File: src/rtl/booth_pkg.sv
// Shared types and helpers for the sequential Booth multiplier.
// BOOTH_MULT_RADIX4_EN selects modified Booth radix-4 instead of radix-2.
package booth_pkg;

    typedef enum logic [1:0] {
        IDLE,
        RUN,
        DONE
    } state_t;

    // Digit selected by one Booth step
    typedef enum logic [2:0] {
        SEL_ZERO,
        SEL_ADD_M,
        SEL_SUB_M,
        SEL_ADD_2M,
        SEL_SUB_2M
    } sel_t;

`ifdef BOOTH_MULT_RADIX4_EN
    localparam int STEP_SHIFT = 2;
`else
    localparam int STEP_SHIFT = 1;
`endif

    function automatic int nstep(input int b_w);
`ifdef BOOTH_MULT_RADIX4_EN
        return (b_w + 2) / 2;
`else
        return b_w + 1;
`endif
    endfunction

    // Accumulator carries a guard bit (two in radix-4 so that 2M fits)
    function automatic int acc_w(input int a_w);
        return a_w + STEP_SHIFT;
    endfunction

    function automatic int q_w(input int b_w);
        return STEP_SHIFT * nstep(b_w);
    endfunction

    function automatic sel_t booth_sel_r2(input logic [1:0] win);
        case (win)
            2'b10:   return SEL_SUB_M;
            2'b01:   return SEL_ADD_M;
            default: return SEL_ZERO;
        endcase
    endfunction

    function automatic sel_t booth_sel_r4(input logic [2:0] win);
        case (win)
            3'b001, 3'b010: return SEL_ADD_M;
            3'b011:         return SEL_ADD_2M;
            3'b100:         return SEL_SUB_2M;
            3'b101, 3'b110: return SEL_SUB_M;
            default:        return SEL_ZERO;
        endcase
    endfunction

endpackage

File: src/rtl/booth_step_r.sv
// One combinational Booth step: add/subtract the selected multiple of M,
// then arithmetic-shift {acc, Q, q_1}. Radix follows BOOTH_MULT_RADIX4_EN.
module booth_step_r
    import booth_pkg::*;
#(
    parameter int A_W = 25,
    parameter int B_W = 16
) (
    input  logic [acc_w(A_W)-1:0] acc_i,
    input  logic [q_w(B_W)-1:0]   q_i,
    input  logic                  q1_i,
    input  logic [acc_w(A_W)-1:0] m_i,
    output logic [acc_w(A_W)-1:0] acc_o,
    output logic [q_w(B_W)-1:0]   q_o,
    output logic                  q1_o
);
    localparam int ACC_W = acc_w(A_W);
    localparam int Q_W   = q_w(B_W);
    localparam int SUM_W = ACC_W + 1;
    localparam int CAT_W = SUM_W + Q_W;

    sel_t                    sel;
    logic signed [SUM_W-1:0] acc_x;
    logic signed [SUM_W-1:0] m_x;
    logic signed [SUM_W-1:0] addend;
    logic signed [SUM_W-1:0] sum;
    logic signed [CAT_W-1:0] cat;

    always_comb begin
`ifdef BOOTH_MULT_RADIX4_EN
        sel = booth_sel_r4({q_i[1:0], q1_i});
`else
        sel = booth_sel_r2({q_i[0], q1_i});
`endif
        acc_x  = {acc_i[ACC_W-1], acc_i};
        m_x    = {m_i[ACC_W-1], m_i};
        addend = '0;
        case (sel)
            SEL_ADD_M:  addend = m_x;
            SEL_SUB_M:  addend = -m_x;
            SEL_ADD_2M: addend = m_x <<< 1;
            SEL_SUB_2M: addend = -(m_x <<< 1);
            default:    addend = '0;
        endcase
        // One spare sum bit keeps the add exact before the shift discards it
        sum            = acc_x + addend;
        cat            = {sum, q_i};
        {acc_o, q_o}   = (ACC_W + Q_W)'(cat >>> STEP_SHIFT);
        q1_o           = q_i[STEP_SHIFT-1];
    end

endmodule

File: src/rtl/booth_mult_seq.sv
// Iterative Booth multiplier with valid/ready handshakes, one step per clock.
// Define BOOTH_MULT_RADIX4_EN for modified Booth radix-4 (fewer steps).
module booth_mult_seq
    import booth_pkg::*;
#(
    parameter int A_W = 25,
    parameter int B_W = 16
) (
    input  logic             i_clk,
    input  logic             i_rst_n,
    input  logic             i_valid,
    output logic             o_ready,
    input  logic             i_signed,
    input  logic [A_W-1:0]   i_a,
    input  logic [B_W-1:0]   i_b,
    output logic             o_valid,
    input  logic             i_ready,
    output logic [A_W+B_W-1:0] o_p,
    output logic             o_busy
);
    localparam int NSTEP = nstep(B_W);
    localparam int ACC_W = acc_w(A_W);
    localparam int Q_W   = q_w(B_W);
    localparam int P_W   = A_W + B_W;
    localparam int CNT_W = $clog2(NSTEP + 1);

    state_t           state_q, state_d;
    logic [ACC_W-1:0] acc_q, acc_d;
    logic [Q_W-1:0]   q_q, q_d;
    logic             q1_q, q1_d;
    logic [ACC_W-1:0] m_q, m_d;
    logic [CNT_W-1:0] cnt_q, cnt_d;
    logic [P_W-1:0]   p_q, p_d;

    logic [ACC_W-1:0] st_acc;
    logic [Q_W-1:0]   st_q;
    logic             st_q1;

    booth_step_r #(
        .A_W (A_W),
        .B_W (B_W)
    ) u_step (
        .acc_i (acc_q),
        .q_i   (q_q),
        .q1_i  (q1_q),
        .m_i   (m_q),
        .acc_o (st_acc),
        .q_o   (st_q),
        .q1_o  (st_q1)
    );

    always_comb begin
        state_d = state_q;
        acc_d   = acc_q;
        q_d     = q_q;
        q1_d    = q1_q;
        m_d     = m_q;
        cnt_d   = cnt_q;
        p_d     = p_q;
        case (state_q)
            IDLE: begin
                if (i_valid) begin
                    m_d     = {{(ACC_W - A_W){i_signed & i_a[A_W-1]}}, i_a};
                    q_d     = {{(Q_W - B_W){i_signed & i_b[B_W-1]}}, i_b};
                    acc_d   = '0;
                    q1_d    = 1'b0;
                    cnt_d   = CNT_W'(NSTEP);
                    state_d = RUN;
                end
            end
            RUN: begin
                acc_d = st_acc;
                q_d   = st_q;
                q1_d  = st_q1;
                cnt_d = cnt_q - CNT_W'(1);
                // Last step: capture the product as DONE is entered
                if (cnt_q == CNT_W'(1)) begin
                    p_d     = P_W'({st_acc, st_q});
                    state_d = DONE;
                end
            end
            DONE: begin
                if (i_ready) begin
                    state_d = IDLE;
                end
            end
            default: state_d = IDLE;
        endcase
    end

    always_ff @(posedge i_clk or negedge i_rst_n) begin
        if (!i_rst_n) begin
            state_q <= IDLE;
            acc_q   <= '0;
            q_q     <= '0;
            q1_q    <= 1'b0;
            m_q     <= '0;
            cnt_q   <= '0;
            p_q     <= '0;
        end else begin
            state_q <= state_d;
            acc_q   <= acc_d;
            q_q     <= q_d;
            q1_q    <= q1_d;
            m_q     <= m_d;
            cnt_q   <= cnt_d;
            p_q     <= p_d;
        end
    end

    assign o_ready = (state_q == IDLE);
    assign o_busy  = (state_q == RUN);
    assign o_valid = (state_q == DONE);
    assign o_p     = p_q;

endmodule

File: config.mk
export PLATFORM = sky130hd
export DESIGN_NAME = booth_mult_seq
export DESIGN_NICKNAME = d
export VERILOG_FILES = /design/src/rtl/booth_pkg.sv /design/src/rtl/booth_step_r.sv /design/src/rtl/booth_mult_seq.sv
export SDC_FILE = /design/constraint.sdc
export NUM_CORES = 1
export LEC_CHECK = 0
export ABC_AREA = 1
export BUFFER_PORTS_ARGS = -buffer_cell sky130_fd_sc_hd__buf_2
export CAP_MARGIN = 30
export CORE_UTILIZATION = 64
export DETAILED_ROUTE_END_ITERATION = 8
export MAX_ROUTING_LAYER = met4
export PLACE_DENSITY = 0.87
export SYNTH_ARGS = -nofsm -noshare
export SYNTH_HDL_FRONTEND = slang
export SYNTH_SLANG_ARGS = --single-unit
File: constraint.sdc
create_clock -name i_clk -period 5.18 [get_ports i_clk]
set_input_delay 1.036 -clock i_clk [delete_from_list [all_inputs] [get_ports i_clk]]
set_output_delay 1.036 -clock i_clk [all_outputs]
set_load 0.1 [all_outputs]
* After elaboration in Yosys (flattened, before gate mapping)
Cells that the tools add are included.
** Operators by class
- Add/subtract/negate cells :: 4
- Equal/unequal tests :: 12
- Muxes and demuxes :: 14
- Bitwise logic cells :: 2
- Reductions and logical operators :: 6
** Operators by type and width (number)
- $pmux W27 S4 :: 1
- $pmux W26 S2 :: 1
- $pmux W17 S2 :: 1
- $add A26 B27 Y27 :: 1
- $neg A26 Y27 :: 1
- $neg A27 Y27 :: 1
- $mux W26 :: 1
- $mux W17 :: 1
- $pmux W5 S2 :: 1
- $eq A3 B2 Y1 const B :: 2
- $mux W2 :: 3
- $pmux W2 S3 :: 1
- $reduce_and A2 Y1 :: 3
- $eq A5 B1 Y1 const B :: 1
- $mux W5 :: 1
- $sub A5 B1 Y5 const B :: 1
- $eq A2 B1 Y1 const B :: 2
- $eq A2 B2 Y1 const B :: 2
- $ne A2 B1 Y1 const B :: 2
- $pmux W2 S2 :: 1
- $eq A3 B1 Y1 const B :: 1
- $eq A3 B3 Y1 const B :: 1
- $reduce_and A3 Y1 :: 1
- $and A1 B1 Y1 :: 2
- 5 further kinds :: 5
** Word-level totals
- Flip-flop bits (word level) :: 118
- Input bits :: 46
- Output and inout port bits :: 44
- Logic and storage cells :: 45

* Logic depth before layout (Yosys ltp)
- Word-level depth :: 6
- Gate-level depth with buffers :: 22
- Depth with buffers taken out :: 22

* Modules after synthesis
From an unflattened synthesis, not the netlist that was laid out.
** Second synthesis, totals
- Cells, all modules :: 1115
- Area, all modules :: 7741.2 µm²
** Modules (own cells, without submodules)
- booth_mult_seq :: instances 1, cells each 541, area each 4728.3 µm², sequential area each 2952.8 µm²
- booth_step_r :: instances 1, cells each 574, area each 3012.9 µm², sequential area each 0.0 µm²

* Worst setup path before layout
No wires, ideal clock.
- Path kind :: register to output
- Start point :: register state_q[1]
- End point :: output port o_valid
- Data arrival time :: 1.786 ns
- Required time :: 4.144 ns
- Path slack :: 2.358 ns
- Stages on the path, launching flop included :: 3
- Path buffers :: 0
- Cells stage by stage :: dfrtp_1 inv_1 nor2_1
** Between the ends
- Cells in the longest elaborated chain, start to end :: 1
** Ends and longest elaborated chain
- start: declaration :: line booth_mult_seq.sv:27 : state_t state_q, state_d;
- start signal: assignment :: line booth_mult_seq.sv:101 : state_q <= state_d;
- $eq A2 B2 Y1 :: line booth_mult_seq.sv:113 : assign o_valid = (state_q == DONE);
- end: declaration :: line booth_mult_seq.sv:16 : output logic o_valid,
No other way between the ends.

* Worst setup path in the final report
- Start point :: register q_q[0]
- End point :: register p_q[34] (netlist: o_p[34])
** Between the ends
- Cells in the longest elaborated chain, start to end :: 5
- Elaborated cells on any way between the ends :: 9
- Those cells by class :: add/sub (1); eq/ne (6); mux (2)
** Ends and longest elaborated chain
- start: declaration :: line booth_mult_seq.sv:29 : logic [Q_W-1:0] q_q, q_d;
- start signal: assignment :: line booth_mult_seq.sv:103 : q_q <= q_d;
- $eq A2 B1 Y1 or $eq A2 B2 Y1 (tied branches) :: line booth_pkg.sv:44 : case (win)
- $pmux W2 S2 * :: line booth_pkg.sv:44
- $eq A3 B3 Y1 (tied with other cells) :: line booth_step_r.sv:38 : case (sel)
- $pmux W27 S4 * :: line booth_step_r.sv:38
- $add A26 B27 Y27 * :: line booth_step_r.sv:46 : sum = acc_x + addend;
- end signal: assignment :: line booth_mult_seq.sv:107 : p_q <= p_d;
- end: declaration :: line booth_mult_seq.sv:33 : logic [P_W-1:0] p_q, p_d;
Mark *: on every way between the ends. The rest lies on a longest branch, timed or not.
A chain may end at the register's enable or synchronous reset.

==> impl_metrics.csv <==
group,metric,value,unit
cts,post_cts.repair.setup_buffers,0,
synth,synthMuxAreaShare,0,%
cts,buffer_levels_on_the_longest_clock_path,2,
timing,rsz0062_at_grt,"false",
final_layout,num-fill-cells,821,
final_layout,syn2layout_area_growth,14.3,%
placed_design,port_buffers,89,
die,core.rowCount,38,
die,die_area,11800,um2
timing,slew-limit-headroom,39.7,%
final_layout,layout.area.seq,2950,um2
cts,tritoncts,"yes",
placed_design,gp_routability_congestion,0.943,
synth,synthFlopType,"sky130_fd_sc_hd__dfrtp_1",
synth,syn-instance-count,977,
worst_setup_path,timing.critical_path.to_type,"register",
cts,post_cts_resize_count,0,
die,die_height,109,um
synth,synth.area.top_cells,"sky130_fd_sc_hd__dfrtp_1 41%, sky130_fd_sc_hd__nand2_1 16%, sky130_fd_sc_hd__o21ai_0 6.9%",
timing,fin_skew,0.00677,ns
cts,cts.root.buffer_cell,"sky130_fd_sc_hd__clkbuf_16",
synth,synth-adder-area-share,5.77,%
die,io_pins,90,
worst_setup_path,timing.critical_path.from_type,"register",
grt,global_route.overflow_total,0,
worst_setup_path,critical_path.reg2reg.endpoint,"o_p[34]",
timing,timing.final.max_slew_violations,0,
routing,route.vias.total,6906,
synth,yosys.cell_types.count,44,
worst_setup_path,cp.arrival,3.88,ns
timing,final_hold_viol_count,0,
routing,drc_errors,0,
grt,grt_antenna_before_repair,0,
timing,setup_total_negative_slack,0,ns
synth,main_combinational_cell_family_by_area_after_synthesis,"simple AND/OR/NAND/NOR gates",
grt,global_route_total_usage_across_every_layer,35.9,%
synth,synth-edff-count,0,
final_layout,num_antenna_cells,0,
timing,layout_worst_path_cycle_share,69.6,%
routing,post_drt_wl_per_cell,15.6,um
worst_setup_path,critPathMaxFanout,24,
routing,antenna_violating_nets_post_route,0,
worst_hold_path,worstHoldPathType,"input pin to asynchronous set/reset pin",
grt,grt_max_degree,73,
routing,tritonroute_pass_1_iters,5,
timing,tightest_slew,0.904,ns
synth,postSynth.asyncResetShare,100,%
worst_setup_path,r2r.worst_path.cells,16,
placed_design,detailedPlacementHpwl,13800,um
timing,finalSetupViolations,0,
synth,area_fraction_of_the_dominant_cell_type_after_synthesis,40.5,%
worst_setup_path,setup.reg_to_reg.worst_slack,1.57,ns
timing,timing.final.crit_period,3.61,ns
worst_setup_path,cp.required,5.45,ns
worst_setup_path,reg_to_reg_critical_path_startpoint,"q_q[0]",
grt,wire_length_of_the_first_global_routing_pass,31000,um
routing,post_drt_via_cell_ratio,5.71,
synth,synth_area_leader_cell,"sky130_fd_sc_hd__dfrtp_1",
synth,simple_gate_share_of_the_synthesized_area,29.3,%
final_layout,total_area_of_multi_input_combinational_cells,3830,um2
flow_run,max_cap_violations,0,
synth,synth_compound_area_share,15.7,%
cts,number_of_buffers_added_by_the_clock_tree_synthesis_step,17,
synth,ys_warn_count,0,
final_layout,drive_gt1_share,15.3,%
synth,synthXorXnorAreaFrac,1.68,%
cts,htreeDepth,4,
cts,cts_sinks,118,
die,chipWidth,109,um
cts,cts_hold_buf,0,
cts,clk_latency,0.42,ns
cts,path_clk_slew,0.05,ns
timing,fmax,277,MHz
synth,ys_seq_area_share,40.5,%
worst_setup_path,timing_worst_setup_path_type,"register to register",
die,coreArea,11000,um2
final_layout,nets,1138,
synth,syn_area_per_cell,7.46,um2
outcome,run_status,"finished clean",
synth,yosys_register_bits,118,
routing,drt-total-wl,18800,um
routing,first_iter_violations,587,
grt,via_count_of_the_first_global_routing_pass,6359,
die,start_util,66.3,%
synth,synth_fp_nets,1056,
synth,synthesis.area,7290,um2
worst max-delay path by stage:
stage,start,endpoint,slack (ns),cells past startpoint
6_report,q_q[0],o_p[34],1.57,16
5_1_grt,q_q[0],o_p[30],1.33,16
4_1_cts,q_q[0],o_p[34],1.66,16
3_5_place_dp,q_q[0],o_p[33],1.71,16
3_3_place_gp,q_q[0],o_p[30],1.73,16
2_1_floorplan,state_q[1],o_valid,2.36,2
cell usage after synthesis, types with 7 or more instances:
library cell / instances
sky130_fd_sc_hd__a21oi_1: 42
sky130_fd_sc_hd__a22oi_1: 15
sky130_fd_sc_hd__a31oi_1: 20
sky130_fd_sc_hd__buf_2: 8
sky130_fd_sc_hd__clkbuf_1: 16
sky130_fd_sc_hd__dfrtp_1: 118
sky130_fd_sc_hd__ha_1: 32
sky130_fd_sc_hd__inv_1: 88
sky130_fd_sc_hd__nand2_1: 305
sky130_fd_sc_hd__nand3_1: 68
sky130_fd_sc_hd__nand4_1: 8
sky130_fd_sc_hd__nor2_1: 53
sky130_fd_sc_hd__nor2_4: 7
sky130_fd_sc_hd__o21ai_0: 100
sky130_fd_sc_hd__o21ai_1: 10
sky130_fd_sc_hd__xnor2_1: 10
layout by cell type, fill, tap and decap left out, types with 15 or more instances in the layout:
cell	instances
sky130_fd_sc_hd__o21ai_0	100
sky130_fd_sc_hd__ha_1	32
sky130_fd_sc_hd__nand2_1	304
sky130_fd_sc_hd__a31oi_1	20
sky130_fd_sc_hd__buf_2	88
sky130_fd_sc_hd__nand3_1	68
sky130_fd_sc_hd__a22oi_1	15
sky130_fd_sc_hd__dfrtp_1	118
sky130_fd_sc_hd__nor2_1	53
sky130_fd_sc_hd__clkbuf_16	17
sky130_fd_sc_hd__a21oi_1	42
sky130_fd_sc_hd__inv_1	88
cells by family (layout without fill, tap and decap cells):
group                      after synthesis  in the layout
xor gates and xnor gates                14             14
AOI/OAI and AO/OA                      207            207
adders and majority gates               33             33
buffers and inverters                  126            219
DFF                                    118            118
and+or+nand+nor                        479            479
metal layers:
layer  share of wire (%)  up-vias  GRT usage [%]
li1                    -     3407              -
met1                  46     3196           49.2
met2                  46      286           54.6
met3                 7.3       17           6.93
met4                 1.1        0           9.56
met5                   0        -              -
state kept, by name, indices dropped and copies added (netlist names):
signal / count
o_p: 41
acc_q: 26
m_q: 26
q_q: 17
cnt_q: 5
state_q: 2
q1_q: 1
worst max-delay path: stages (launching register included):
cell,delay (ns)
sky130_fd_sc_hd__dfrtp_1,0.41
sky130_fd_sc_hd__inv_1,0.10
sky130_fd_sc_hd__ha_1,0.15
sky130_fd_sc_hd__buf_4,0.24
sky130_fd_sc_hd__nand2_1,0.21
sky130_fd_sc_hd__inv_1,0.46
sky130_fd_sc_hd__nand2_1,0.10
sky130_fd_sc_hd__a31oi_1,0.31
sky130_fd_sc_hd__ha_1,0.36
sky130_fd_sc_hd__nand2_2,0.14
sky130_fd_sc_hd__a21oi_1,0.05
sky130_fd_sc_hd__nor2_1,0.17
sky130_fd_sc_hd__nand3_2,0.19
sky130_fd_sc_hd__nand3_1,0.12
sky130_fd_sc_hd__nand2_1,0.09
sky130_fd_sc_hd__xnor2_1,0.25
sky130_fd_sc_hd__o21ai_1,0.09
final cells by class:
type	instances	area share [%]
Clock buffer	22	5.69
Inverter	94	4.24
Timing Repair Buffer	95	5.92
Multi-Input combinational cell	733	46.0
Sequential cell	118	35.5
Tap cell	140	2.10
Clock inverter	8	0.631
stage by stage:
| stage | cell area [um2] | cells | hold WS [ns] | util, % | worst slack (ns) |
|---|---|---|---|---|---|
| after floorplan | 7290 | 977 | 0.455 | - | 2.36 |
| after global placement | 7800 | 1180 | 0.459 | 71.0 | 1.73 |
| after detailed placement | 7800 | 1180 | 0.463 | 71.0 | 1.71 |
| after CTS | 8330 | 1210 | 0.389 | 75.8 | 1.66 |
| after global routing | 8330 | 1210 | 0.384 | 75.8 | 1.33 |
| final | 8330 | 1210 | 0.399 | 75.8 | 1.57 |
Power is not shown: default switching activity piles up to over one toggle a cycle in this logic, so the estimate is an artifact.
